==> config.mk <==
export PLATFORM = sky130hd
export DESIGN_NAME = ball_dispenser
export DESIGN_NICKNAME = d
export VERILOG_FILES = /design/src/rtl/ball_dispenser.sv
export SDC_FILE = /design/constraint.sdc
export NUM_CORES = 1
export LEC_CHECK = 0
export CORE_MARGIN = 2
export CORE_UTILIZATION = 51
export DETAILED_ROUTE_END_ITERATION = 10
export MAX_ROUTING_LAYER = met4
export PLACE_DENSITY = 0.79
export REMOVE_ABC_BUFFERS = 1
export SLEW_MARGIN = 20
export SYNTH_ARGS = -nofsm -noshare
export SYNTH_HDL_FRONTEND = slang
export SYNTH_SLANG_ARGS = --single-unit
==> constraint.sdc <==
create_clock -name clk -period 2.5 [get_ports clk]
set_input_delay 0.5 -clock clk [delete_from_list [all_inputs] [get_ports clk]]
set_output_delay 0.5 -clock clk [all_outputs]
set_load 0.01 [all_outputs]
==> src/rtl/ball_dispenser.sv <==
// Ball dispenser: queues requested balls, spins the motor once per ball, and
// confirms each one with a drop-sensor edge. A request is visible on pending the
// next cycle and the motor starts one cycle later. There is no backpressure:
// requests beyond 7 saturate and set sticky overflow.
module ball_dispenser #(
    parameter int MOTOR_CYCLES   = 8,
    parameter int TIMEOUT_CYCLES = 16
) (
    input  logic       clk,
    input  logic       reset,
    input  logic [1:0] ice_cream_balls,
    input  logic       ball_drop,
    input  logic       clear_fault,
    output logic       motor_on,
    output logic       busy,
    output logic       fault,
    output logic       overflow,
    output logic [2:0] pending,
    output logic [7:0] dispensed_total
);

    localparam int TMAX = (MOTOR_CYCLES > TIMEOUT_CYCLES) ? MOTOR_CYCLES : TIMEOUT_CYCLES;
    localparam int TW   = $clog2(TMAX + 1);

    typedef enum logic [1:0] {IDLE, SPIN, WAIT_DROP, FAULT} state_t;

    state_t        state;
    logic [TW-1:0] timer;
    logic          drop_prev;
    logic          drop_edge;
    logic          accept;
    logic [1:0]    add;
    logic [3:0]    sum;

    always_comb begin
        drop_edge = ball_drop & ~drop_prev;
        // Drops only count while a ball is actually being dispensed.
        accept    = drop_edge && (state == SPIN || state == WAIT_DROP);
        add       = (ice_cream_balls == 2'd3) ? 2'd0 : ice_cream_balls;
        sum       = {1'b0, pending} + {2'b00, add} - {3'b000, accept};
    end

    assign motor_on = (state == SPIN);
    assign busy     = (state != IDLE);
    assign fault    = (state == FAULT);

    always_ff @(posedge clk) begin
        if (!reset) begin
            state           <= IDLE;
            timer           <= '0;
            drop_prev       <= 1'b0;
            pending         <= 3'd0;
            dispensed_total <= 8'd0;
            overflow        <= 1'b0;
        end else begin
            drop_prev <= ball_drop;
            pending   <= (sum > 4'd7) ? 3'd7 : sum[2:0];
            if (clear_fault)
                overflow <= 1'b0;
            if (sum > 4'd7)
                overflow <= 1'b1;
            if (accept)
                dispensed_total <= dispensed_total + 8'd1;

            case (state)
                IDLE: begin
                    if (pending != 3'd0) begin
                        state <= SPIN;
                        timer <= '0;
                    end
                end
                SPIN: begin
                    timer <= timer + 1'b1;
                    if (accept) begin
                        state <= IDLE;
                    end else if (timer == TW'(MOTOR_CYCLES - 1)) begin
                        state <= WAIT_DROP;
                        timer <= '0;
                    end
                end
                WAIT_DROP: begin
                    timer <= timer + 1'b1;
                    if (accept)
                        state <= IDLE;
                    else if (timer == TW'(TIMEOUT_CYCLES - 1))
                        state <= FAULT;
                end
                FAULT: begin
                    if (clear_fault)
                        state <= IDLE;
                end
                default: state <= IDLE;
            endcase
        end
    end

endmodule

### Yosys cells after proc, flatten, opt, wreduce, memory -nomap -nowiden

Index checks and enable logic that the tools add are counted.

* register bits after elaboration: 20
* bits of input ports: 6
* output and inout bits: 15
* logic and storage cells: 47

* add/subtract/negate cells: 4
* magnitude comparators: 1
* eq/ne operators: 10
* multiplexer cells: 15
* bitwise operators: 2
* reductions and logical operators: 9

Operators with widths (number)
* 5-bit 2-to-1 mux: 3
* 5-bit one-hot mux with 3 select lines: 1
* 2-bit 2-to-1 mux: 7
* 8-bit by 1-bit adder with 8-bit output, second input constant: 1
* 2-bit one-hot mux with 4 select lines: 1
* 2-bit equality test, second input constant: 3
* 3-bit nonzero test: 2
* 5-bit by 1-bit adder with 5-bit output, second input constant: 1
* 5-bit by 3-bit equality test with 1-bit output, second input constant: 1
* 5-bit by 4-bit equality test with 1-bit output, second input constant: 1
* 3-bit by 2-bit adder with 4-bit output: 1
* 4-bit by 3-bit greater-than comparator with 1-bit output, second input constant: 1
* 2-bit inequality test, second input constant: 2
* 4-bit AND reduction: 1
* 2-bit nonzero test: 2
* 4-bit by 1-bit subtractor with 4-bit output: 1
* 3-bit 2-to-1 mux: 1
* 3-bit by 1-bit inequality test with 1-bit output, second input constant: 1
* 3-bit by 2-bit inequality test with 1-bit output, second input constant: 1
* 2-bit by 1-bit equality test with 1-bit output, second input constant: 1
* 2-bit zero test: 1
* 1-bit 2-to-1 mux: 2
* 2-bit AND reduction: 1
* 1-bit bitwise AND: 1
* other kinds (3): 3

### Logic depth before layout (Yosys ltp)

Gate-level depths: netlist (run 1).

* depth after elaboration: 6
* mapped depth: 11
* depth with buffers taken out: 10

### Worst setup path after synthesis (run 1)

No wires, ideal clock.

* path kind: flip-flop to flip-flop
* from: register state[0]
* to: register pending[1]
* library setup time: 0.115 ns
* arrival: 2.230 ns
* data required time: 2.385 ns
* slack: 0.155 ns
* cell stages (with the launch flop): 12
* buffers on the path: 1
* clock period less this slack: 2.345 ns
* cell sequence: dfxtp_1 -> inv_1 -> ha_1 -> and3b_1 -> buf_2 -> o21ai_0 -> nand2_1 -> ha_1 -> a21o_1 -> a21oi_1 -> xnor2_1 -> o21a_1

* cells in the longest elaborated chain, start to end: 6
* elaborated cells between the ends (all ways): 7
* those cells by class: 1 x add/sub; 1 x order compare; 2 x eq/ne; 1 x mux; 2 x reduce/logical

RTL lines
* start, declared: RTL line 27 `state_t state;`
* start signal, assigned: RTL line 49 `state <= IDLE;`
* start signal, assigned: RTL line 68 `state <= SPIN;`
* start signal, assigned: RTL line 75 `state <= IDLE;`
* 2-bit by 1-bit equality test with 1-bit output or 2-bit equality test (tied branches): RTL line 38 `accept = drop_edge && (state == SPIN || state == WAIT_DROP);`
* 1-bit logical OR (*): RTL line 38
* 1-bit logical AND (*): RTL line 38
* 4-bit by 1-bit subtractor with 4-bit output (*): RTL line 40 `sum = {1'b0, pending} + {2'b00, add} - {3'b000, accept};`
* 4-bit by 3-bit greater-than comparator with 1-bit output: RTL line 57 `pending <= (sum > 4'd7) ? 3'd7 : sum[2:0];`
* 3-bit 2-to-1 mux (*): RTL line 57
* end signal, assigned: RTL line 57
* end, declared: RTL line 18 `output logic [2:0] pending,`

Every way passes the cells marked *; elsewhere a longest branch is shown, timed or not.
A chain may end at the register's enable or synchronous reset.

### Worst setup path after layout (run 1)

* from: register state[1]
* to: register pending[1]

Same word-level chain as after synthesis.

==> impl_metrics.py, run 1 <==
metrics = {
    "run_status": {
        "status": "complete, no violations",
    },
    "grt": {
        "track_usage_pct": 19.09,
        "grt_max_degree": 25,
        "grt_pass1_vias": 898,
        "grt_overflow": 0,
        "grt_pass1_wl_microns": 3712,
        "antenna_found_initial": 0,
    },
    "floorplanning": {
        "core_sq_um": 2191,
        "num_rows": 17,
        "initial_utilization_pct": 53.11,
        "die_w_microns": 51.77,
        "die_h_microns": 51.77,
        "die_area_sq_um": 2680,
        "ioPinCount": 21,
    },
    "synth": {
        "syn_area_sq_um": 1164,
        "synth_area_per_cell_sq_um": 9.091,
        "synth-edff-count": 0,
        "yosys.cell_types.count": 37,
        "netlist_instances": 128,
        "yosys_warnings": 0,
        "yosysSeqAreaShare_pct": 34.41,
        "ys_ff_latch": 20,
        "async_reset_ff_share_pct": 0,
        "synth_ff_type": "dfxtp_1",
    },
    "layout": {
        "final_area_sq_um": 1443,
        "final_layout_size_suffix_gt1_share_pct": 6.623,
        "multi_input_area_sq_um": 709.4,
        "regArea_sq_um": 401.6,
        "final_core_util_pct": 65.85,
        "syn_to_final_growth_pct": 23.98,
        "diodes": 0,
        "fin_nets": 171,
        "n_fill_cell": 186,
    },
    "worst_setup_path": {
        "cpMaxStageDelayCell": "fa_1",
        "critical_path_peak_fanout": 4,
        "path_common_cell": "ha_1",
        "path_class": "reg -> reg",
        "slowest_delay_ns": 0.41,
        "start_kind": "flip-flop",
        "arrival_ns": 2.51,
        "cp-end-kind": "flip-flop",
        "cp.required_ns": 2.70,
        "cp_cell_sequence": "inv_1, ha_1, and3b_1, or3_1, nand2_1, ha_1, fa_1, o21a_1",
    },
    "pwr": {
        "peakVddDrop_v": 0.0007586,
        "cellPowerDensity_nw_per_um2": 904.2,
        "p_leak_nw": 0.5866,
    },
    "detailed_routing": {
        "drtAntennaViolNets": 0,
        "vias_per_cell": 5.453,
        "wirelength_microns": 2240,
        "wl_per_cell_microns": 12.51,
        "drc": 0,
        "vias": 976,
        "detail_route.iter0.violations": 8,
        "dr.pass1.iters": 4,
    },
    "clock_tree": {
        "insertion_delay_ns": 0.30,
        "clk_pin_slew_ns": 0.11,
        "cts_buffers": 3,
        "clock_sinks": 20,
        "clockBufferDepth": 2,
        "post-cts-setup-buffers": 0,
        "cts_htree_levels": 1,
        "cts_tree": "done",
        "ctsRootBufferMaster": "clkbuf_4",
    },
    "timing": {
        "fin_ws_ns": 0.1905,
        "rsz0062_at_grt": "no",
        "slew_headroom_pct": 51.97,
        "fmax_mhz": 433.0,
        "tns_ns": 0,
        "hold_viol_final": 0,
        "worst_slew_pin_slew_ns": 0.7182,
        "fin_crit_sh_pct": 92.38,
        "fin_worst_skew_ns": 0.003099,
        "drv_slew": 0,
        "setup_viol": 0,
        "final.min_clock_period_ns": 2.309,
    },
    "place": {
        "routabilityCongestion": 0.7964,
        "hpwlAfterDp_microns": 1724,
        "placement.cell_area_sq_um": 1401,
        "dpl_worst_slack_ns": -0.09719,
        "io_buffer_count": 20,
    },
    "job": {
        "cap_violations": 0,
    },
    "min_path": {
        "min_path_type": "reg -> reg",
    },
}
[critical path, delay by kind of cell (launching register included)]
kind | cells | cell delay, ns
compound gates | 1 | 0.20
simple gates | 3 | 0.60
fa+ha+maj | 3 | 0.91
buf+inv | 1 | 0.10
flops | 1 | 0.39
[metal layers]
layer	global-route usage, %	up-vias	part of all wire (%)
met5	-	-	0
met4	7.895	0	1.7
met3	2.586	5	4.2
met2	33.76	33	50
met1	21.66	448	44
li1	-	490	-
[path summary, 6_finish.rpt]
path	startpoint	slack [ns]	cells past startpoint	to
setup / recovery	state[1]	0.19	8	pending[1]
hold / removal	overflow	0.50	2	overflow
setup reg to reg	state[1]	0.19	8	pending[1]
hold reg to reg	overflow	0.50	2	overflow
[synth_stat cells, types with 3 or more instances]
master	instances	area, sq um
ha_1	12	150.1
o21ai_0	5	25.02
nand2_1	7	26.28
or3_1	3	18.77
and2_1	8	50.05
nand3_1	9	45.04
inv_1	12	45.04
xnor2_1	9	78.83
a21boi_0	3	22.52
nand4_1	5	31.28
dfxtp_1	20	400.4
nor2_1	4	15.01
[where the power goes]
part,total [mW],internal (mW),switching [mW]
combinational,0.680,0.347,0.333
clock,0.187,0.0889,0.0981
sequential,0.437,0.374,0.0632
[area by class of cell]
cell class	count	area share (%)
timing repair buffer	22	14.92
tap	28	2.428
multi-input combinational	93	49.18
clock buffer	4	2.515
sequential	20	27.84
inverter	12	3.122
[stage by stage]
stage | power, mW | std cells | hold slack [ns]
5_1_grt | 1.404 | 179 | 0.5318
2_1_floorplan | 0.8757 | 125 | 0.4463
4_1_cts | 1.299 | 179 | 0.5025
3_3_place_gp | 1.075 | 175 | 0.4665
3_5_place_dp | 1.106 | 175 | 0.4756
6_report | 1.304 | 179 | 0.4959
[logic make-up after synthesis]
| family | Yosys count | share of synthesized area (%) |
|---|---|---|
| AND/OR/NAND/NOR | 48 | 24.84 |
| AO/OA/AOI/OAI | 22 | 13.66 |
| flip-flops | 20 | 34.41 |
| buffers and inverters | 15 | 4.946 |
| adder cells (fa/ha/maj) | 13 | 14.62 |
| XOR/XNOR | 10 | 7.527 |
[timing repair]
action                                 in CTS  in global routing
endpoints found under the hold margin       0                  0
hold buffers                                0                  0
gates resized for setup                     0                  3
setup endpoints to repair                   0                  4
[state kept, by name, indices dropped and copies added (netlist names)]
| register | cells |
|---|---|
| dispensed_total | 8 |
| timer | 5 |
| pending | 3 |
| state | 2 |
| drop_prev | 1 |
| overflow | 1 |
[cells in the final DEF, fill, tap and decap left out, drive strengths merged, types with 3 or more instances in the layout]
cell type / netlist / final
xnor2: 9 / 9
clkbuf: 2 / 4
clkdlybuf4s50: 0 / 20
inv: 12 / 12
or3: 3 / 3
nand3: 9 / 9
nor2: 4 / 4
nand4: 5 / 5
dfxtp: 20 / 20
nand2: 7 / 7
o21ai: 7 / 7
ha: 12 / 12
a21boi: 4 / 4
and2: 8 / 8
Note: power is estimated with default switching activity, not from simulation.
==> run 2: changes to the inputs <==
--- a/config.mk
+++ b/config.mk
@@ -15,3 +15,4 @@
 export SYNTH_ARGS = -nofsm -noshare
 export SYNTH_HDL_FRONTEND = slang
 export SYNTH_SLANG_ARGS = --single-unit
+export TNS_END_PERCENT = 1
==> results of run 2 <==
Same layout as run 1: the final DEF is identical, and so are final timing and power.
